[config.mk]
export PLATFORM = sky130hd
export DESIGN_NAME = shift_arbiter
export DESIGN_NICKNAME = d
export VERILOG_FILES = /design/src/rtl/shift_arbiter.sv
export SDC_FILE = /design/constraint.sdc
export NUM_CORES = 1
export LEC_CHECK = 0
export CAP_MARGIN = 20
export CORE_UTILIZATION = 40
export DETAILED_ROUTE_END_ITERATION = 7
export DONT_BUFFER_PORTS = 1
export PLACE_DENSITY = 0.63
export SLEW_MARGIN = 20
export SYNTH_ARGS = -nofsm -noshare
export SYNTH_HDL_FRONTEND = slang
export SYNTH_SLANG_ARGS = --single-unit
[constraint.sdc]
create_clock -name clk -period 7.8 [get_ports clk]
set_input_delay 0.78 -clock clk [delete_from_list [all_inputs] [get_ports clk]]
set_output_delay 0.78 -clock clk [all_outputs]
set_load 0.005 [all_outputs]
[src/rtl/shift_arbiter.sv]
// Round-robin arbiter sharing one combinational barrel shifter between two
// valid/ready requesters, with a one-entry registered result buffer.
module shift_arbiter #(
    parameter int unsigned DW = 32,
    parameter int unsigned SW = 5
) (
    input  logic          clk,
    input  logic          rst_n,

    input  logic          req0_valid,
    output logic          req0_ready,
    input  logic [DW-1:0] req0_data,
    input  logic [SW-1:0] req0_num,
    input  logic [1:0]    req0_ctr,

    input  logic          req1_valid,
    output logic          req1_ready,
    input  logic [DW-1:0] req1_data,
    input  logic [SW-1:0] req1_num,
    input  logic [1:0]    req1_ctr,

    output logic          rsp_valid,
    input  logic          rsp_ready,
    output logic          rsp_id,
    output logic [DW-1:0] rsp_data
);

    typedef enum logic {
        ST_EMPTY = 1'b0,
        ST_FULL  = 1'b1
    } state_e;

    state_e        state_q, state_d;
    logic          prio_q, prio_d;
    logic          id_q, id_d;
    logic [DW-1:0] data_q, data_d;

    logic          can_accept;
    logic          grant;
    logic          accept;
    logic [DW-1:0] g_data;
    logic [SW-1:0] g_num;
    logic [1:0]    g_ctr;
    logic [DW-1:0] shift_res;

    // Arithmetic right uses the signed shift so no explicit fill mask (and no
    // shift-by-DW corner) is ever formed.
    function automatic logic [DW-1:0] shift_fn(
        input logic [DW-1:0] d,
        input logic [SW-1:0] n,
        input logic [1:0]    c
    );
        logic [DW-1:0] r;
        case (c)
            2'b11:   r = DW'($signed(d) >>> n);
            2'b10:   r = d >> n;
            default: r = d << n;
        endcase
        return r;
    endfunction

    // Arbitration and ready generation; readies are held low during reset.
    always_comb begin
        can_accept = (state_q == ST_EMPTY) || rsp_ready;
        if (req0_valid && !req1_valid) begin
            grant = 1'b0;
        end else if (!req0_valid && req1_valid) begin
            grant = 1'b1;
        end else begin
            grant = prio_q;
        end
        req0_ready = rst_n && can_accept && !grant && req0_valid;
        req1_ready = rst_n && can_accept &&  grant && req1_valid;
        accept     = req0_ready || req1_ready;
        g_data     = grant ? req1_data : req0_data;
        g_num      = grant ? req1_num  : req0_num;
        g_ctr      = grant ? req1_ctr  : req0_ctr;
        shift_res  = shift_fn(g_data, g_num, g_ctr);
    end

    // Buffer next state: accept overrides drain so refill keeps rsp_valid high.
    always_comb begin
        state_d = state_q;
        prio_d  = prio_q;
        id_d    = id_q;
        data_d  = data_q;
        if (accept) begin
            state_d = ST_FULL;
            prio_d  = ~grant;
            id_d    = grant;
            data_d  = shift_res;
        end else if ((state_q == ST_FULL) && rsp_ready) begin
            state_d = ST_EMPTY;
        end
    end

    always_ff @(posedge clk or negedge rst_n) begin
        if (!rst_n) begin
            state_q <= ST_EMPTY;
            prio_q  <= 1'b0;
            id_q    <= 1'b0;
            data_q  <= '0;
        end else begin
            state_q <= state_d;
            prio_q  <= prio_d;
            id_q    <= id_d;
            data_q  <= data_d;
        end
    end

    assign rsp_valid = (state_q == ST_FULL);
    assign rsp_id    = id_q;
    assign rsp_data  = data_q;

endmodule

==> reports/metrics.yaml, run 1 <==
yosys_warnings: 0
nets: 849
clk_latency_ns: 0.30
syn2layout_area_growth_pct: 2.59
clockPowerShare_pct: 15.3
synth-seq-cells: 35
wirelength_um: 26700
cts_htree_levels: 2
rsz0062_at_grt: "no"
cts.repair.resized: 0
status: "finished, violations left"
vias: 6993
numCtsBuffers: 5
finalSetupTns_ns: 0
gr-total-overflow: 0
rrSetupSlack_ns: 3.33
wl_per_cell_um: 28.0
arrival_ns: 4.60
place_congestion: 1.06
synth_cell_types: 73
fp.dieW_um: 125
fin_skew_ns: 0.00715
holdWs_ns: 0.177
route.detailed.drc: 11
drive_above_1_share_pct: 12.9
async_flop_share_pct: 100
violations: "DRC"
avgSynthCellArea_um2: 7.52
min_period_ns: 4.47
io_pins: 119
clock_path_buffers: 2
antenna_found_initial: 0
critPathMaxFanout: 41
switching_share_pct: 53.1
synth_seq_area_share_pct: 14.4
combinationalPowerShare_pct: 66.4
timing.fmax_ghz: 0.224
slew_headroom_pct: 33.3
endpoint_kind: "flip-flop"
grt_max_degree: 56
worst-setup-path-type: "reg -> reg"
p_leak_nw: 2.39
grt_util_all_layers_pct: 33.2
synthCells: 808
cellPowerDensity_nw_per_um2: 263
drt_iter0_drc: 1233
peakVddDrop_mv: 0.130
seq_power_share_pct: 18.3
drv_cap: 0
synth-main-ff-cell: "dfrtp_1"
crit_required_ns: 7.93
finalMaxSlewViolations: 0
holdCritPathClass: "in -> async"
clkTransAtPathRegs_ns: 0.06
cts_root_buffer: "clkbuf_16"
final_common_cell: "nor2_1"
synth_edf_count: 0
cts.sinks: 35
hold_violations: 0
finalCritPeriodShare_pct: 57.3
port_buffers: 0
intPower_mw: 0.767
switchingPower_mw: 0.869
cp-start-kind: "flip-flop"
first_pass_iters: 8
core-area_um2: 14700
initial_core_util_pct: 41.3
setup_violations: 0
place_hpwl_um: 19800
grt_pass1_vias: 6425
insertedDiodeCount: 0
grt_pass1_wl_um: 39900
dieHeight_um: 125
die_area_um2: 15700
tightest_slew_ns: 0.997
post-cts-setup-buffers: 0
postCtsHoldBufs: 0
via_per_inst: 7.35
rows: 44
final_cell_mix: "96 x nor2_1, 91 x nand2_1, 88 x mux2i_1"
cts_tree: "done"
ant_nets: 0
synth_nets: 891
syn_area_um2: 6080
==> layer usage <==
| metal | up-vias | GRT usage [%] | routed length [um] |
|---|---|---|---|
| li1 | 3033 | - | - |
| met1 | 3260 | 45.9 | 10800 |
| met2 | 599 | 48.1 | 10900 |
| met3 | 101 | 8.39 | 3670 |
| met4 | 0 | 15.5 | 1260 |
| met5 | - | 0 | 0 |
==> path summary, 6_finish.rpt <==
path                               from           end  cells after the start
max in group asynchronous         rst_n  rsp_data[26]                      0
min in group clk           rsp_data[12]  rsp_data[12]                      2
hold reg to reg            rsp_data[12]  rsp_data[12]                      2
setup / recovery                 prio_q  rsp_data[29]                     10
setup reg to reg                 prio_q  rsp_data[29]                     10
hold / removal                    rst_n  rsp_data[30]                      0
==> layout make-up <==
cell class,instances,area [um^2]
clock inverter,2,38.8
timing repair buffer,15,113
sequential,35,876
tap,184,230
multi-input combinational,706,4830
inverter,3,11.3
clock buffer,6,139
fill,1500,8460
==> power by group through the flow <==
| stage | Combinational [mW] | Sequential [mW] | Clock, mW |
|---|---|---|---|
| finish | 1.09 | 0.300 | 0.250 |
| global route | 1.14 | 0.308 | 0.260 |
| CTS | 1.04 | 0.301 | 0.250 |
| detailed placement | 1.03 | 0.304 | 0 |
| global placement | 1.05 | 0.303 | 0 |
| floorplan | 0.777 | 0.279 | 0 |
==> synth_stat cells, drive strengths merged (7+ instances only) <==
library cell	number	area share, %
mux2i	97	17
nor2	99	6.2
nand2b	10	1.0
nand2	96	6.1
o22ai	26	2.7
nor3	12	0.99
clkbuf	21	1.3
a21oi	66	5.6
a32oi	7	1.0
a221oi	8	1.3
a211oi	27	3.5
o211ai	12	1.6
o21ai	51	4.4
buf	43	4.7
nand3	21	1.7
mux2	48	9.1
o221ai	11	1.6
dfrtp	35	14
a31oi	17	1.8
==> logic make-up after synthesis <==
logic type             synth area share, %
muxes                                 26.5
AOI/OAI and AO/OA                     34.1
DFF                                   14.4
and+or+nand+nor                       18.8
buffers and inverters                 6.22
==> registers in the layout, indices dropped and copies added, names as in the netlist <==
register / cells
rsp_data: 32
prio_q: 1
rsp_id: 1
rsp_valid: 1
==> stage by stage <==
stage               instance area, um^2  power, mW  utilization [%]  worst slack, ns  std cells
finish                             6230       1.64             42.4             3.33        951
global placement                   6060       1.36             41.2             3.28        943
CTS                                6230       1.59             42.4             3.56        951
detailed placement                 6060       1.34             41.2             3.28        943
global route                       6230       1.71             42.4             3.17        951
floorplan                          6080       1.06                -             4.56        808
==> critical path, stage by stage (launching register included) <==
cell and delay [ns]:
dfrtp_1 0.69, inv_2 0.14, o21ai_4 0.21, mux2i_4 0.70
buf_4 0.56, mux2i_1 0.41, nand2_1 0.20, a21o_1 0.30
o22ai_1 0.16, nor4_1 0.77, a21oi_1 0.14
Note: power is estimated with default switching activity, not from simulation.
==> run 2, diff against run 1 <==
Clock period 7.8 ns to 4.2 ns, I/O delays scaled along.
==> run 2 against run 1 <==
The run still ends with DRC left. Non-clock buffer count up 30. Flip-flop and latch count did not move. Hold slack gained 0.11 ns. Largest power group unchanged. Highest routed layer unchanged.
==> reports/metrics.yaml, run 2 (synthesized netlist as in run 1, its figures left out) <==
via_per_inst: 7.20  # -2.0%
clk_latency_ns: 0.29  # about the same
status: "finished, violations left"
gr-total-overflow: 0  # unchanged
cts_root_buffer: "clkbuf_16"
fp.dieW_um: 125  # unchanged
crit_end: "rsp_data[2]"
switching_share_pct: 53.1  # about the same
setup_violations: 0  # unchanged
path_delay_family: "compound AO/OA/AOI/OAI gates"
p_leak_nw: 2.55  # +6.8%
cts_htree_levels: 2  # unchanged
dpl.cell_count: 971  # +3.0%
cts.sinks: 35  # unchanged
rsz0062_at_grt: "no"
largest_reg_flops: 32  # unchanged
regToRegStartpoint: "prio_q"
drt_iter0_drc: 1077  # -13%
min_period_ns: 3.54  # -0.924 ns
numCtsBuffers: 5  # unchanged
clock_path_buffers: 2  # unchanged
r2r_end: "rsp_data[2]"
place_hpwl_um: 21200  # +7.0%
finalCritPeriodShare_pct: 84.4  # +27 points
grt_util_met1_pct: 48.8  # +2.9 points
grt_max_degree: 55  # -1.8%
rrSetupSlack_ns: 0.66  # -2.68 ns
cts.repair.resized: 0  # unchanged
crit_required_ns: 4.42  # -3.51 ns
pre_cts_slack_ns: 0.736  # -2.54 ns
use_met2_pct: 48.8  # +0.69 points
cpPeakStageDelay_ns: 0.78  # about the same
core-area_um2: 14700  # unchanged
port_buffers: 0  # unchanged
nets: 879  # +3.5%
intPower_mw: 1.48  # +93%
ant_nets: 0  # unchanged
timing.fmax_ghz: 0.282  # +26%
hold_violations: 0  # unchanged
initial_core_util_pct: 41.3  # unchanged
switchingPower_mw: 1.68  # +93%
rows: 44  # unchanged
antenna_found_initial: 0  # unchanged
busiest_layer: "met1"
path_cells: "buf_4 > a21oi_4 > mux2_2 > buf_4 > nand2_1 > o22ai_1 > a21oi_1 > a222oi_1 > o211ai_1 > a21oi_1"
arrival_ns: 3.76  # -0.84 ns
setup_ws_ns: 0.656  # -2.68 ns
place_area_um2: 6320  # +4.3%
wl_per_cell_um: 28.1  # +0.20%
violations: "DRC"
finalMaxSlewViolations: 0  # unchanged
holdWs_ns: 0.288  # +0.111 ns
crit_buf_inv: 2  # unchanged
final_common_cell: "nor2_1"
slew_headroom_pct: 44.1  # +11 points
io_pins: 119  # unchanged
worst-setup-path-type: "reg -> reg"
syn2layout_area_growth_pct: 7.27
holdCritPathClass: "in -> reg"
cp-start-kind: "flip-flop"
dieHeight_um: 125  # unchanged
seq_power_share_pct: 17.5  # -0.8 points
drv_cap: 0  # unchanged
grt_pass1_vias: 6620  # +3.0%
crit_path_start: "prio_q"
r2r_cells: 10  # unchanged
wirelength_um: 27600  # +3.5%
tightest_slew_ns: 0.833  # -0.164 ns
cellPowerDensity_nw_per_um2: 485  # +85%
fillers: 1516  # +1.1%
combinationalPowerShare_pct: 68.5  # +2.1 points
first_pass_iters: 8  # unchanged
clkTransAtPathRegs_ns: 0.06  # about the same
die_area_um2: 15700  # unchanged
peakVddDrop_mv: 0.242  # +86%
place_congestion: 1.13  # +6.9%
critPathMaxFanout: 24  # -41%
gr-usage-met3_pct: 8.17  # -0.21 points
fin_util_pct: 44.3  # +1.9 points
instances_no_fill: 982  # +3.3%
final_cell_mix: "96 x nor2_1, 91 x nand2_1, 88 x mux2i_1"
grt_util_all_layers_pct: 34.5  # +1.3 points
endpoint_kind: "flip-flop"
finalSetupTns_ns: 0  # unchanged
whs_path_depth: 2
grt_pass1_wl_um: 41400  # +4.0%
cp_num_cells: 10  # unchanged
route.detailed.drc: 22  # +11
clockPowerShare_pct: 14.1  # -1.2 points
power_mw: 3.16  # +93%
final_area_um2: 6520  # +4.6%
drive_above_1_share_pct: 16.1  # +3.2 points
cts_tree: "done"
vias: 7074  # +1.2%
critPathSlowestCell: "a222oi_1"
fin_skew_ns: 0.00328  # -0.00388 ns
## run 2: timing repair
| item | CTS | global route |
|---|---|---|
| setup endpoints to repair | 0 | 0 |
| hold buffers | 2 | 0 |
| hold endpoints to repair | 35 | 0 |
| setup buffers | 0 | 0 |
## run 2: per-layer routing
layer	part of all wire, %	up-vias
met4	5.4	0
met5	0	-
met1	42	3304
met3	13	103
li1	-	3120
met2	40	547
## run 2: final cells by class
type                            count  area [um^2]  share of cell area (%)
Antenna cell                        1         2.50                  0.0384
Timing Repair Buffer               45          403                    6.18
Inverter                            3         11.3                   0.173
Clock buffer                        5          125                    1.92
Clock inverter                      3         43.8                   0.672
Sequential cell                    35          876                    13.4
Multi-Input combinational cell    706         4830                    74.0
Tap cell                          184          230                    3.53
## run 2: power by group through the flow
stage	Sequential, mW	Combinational (mW)	Clock [mW]
2_1_floorplan	0.518	1.44	0
3_3_place_gp	0.556	2.08	0
3_5_place_dp	0.557	2.04	0
4_1_cts	0.552	2.06	0.446
5_1_grt	0.564	2.25	0.459
6_report	0.552	2.16	0.445
## run 2: worst min-delay path by stage
stage	endpoint	from	slack (ns)
global placement	rsp_valid	rst_n	0.13
CTS	prio_q	req0_valid	0.29
floorplan	prio_q	rst_n	0.12
global route	rsp_id	req1_valid	0.33
detailed placement	rsp_valid	rst_n	0.13
finish	prio_q	req0_valid	0.29
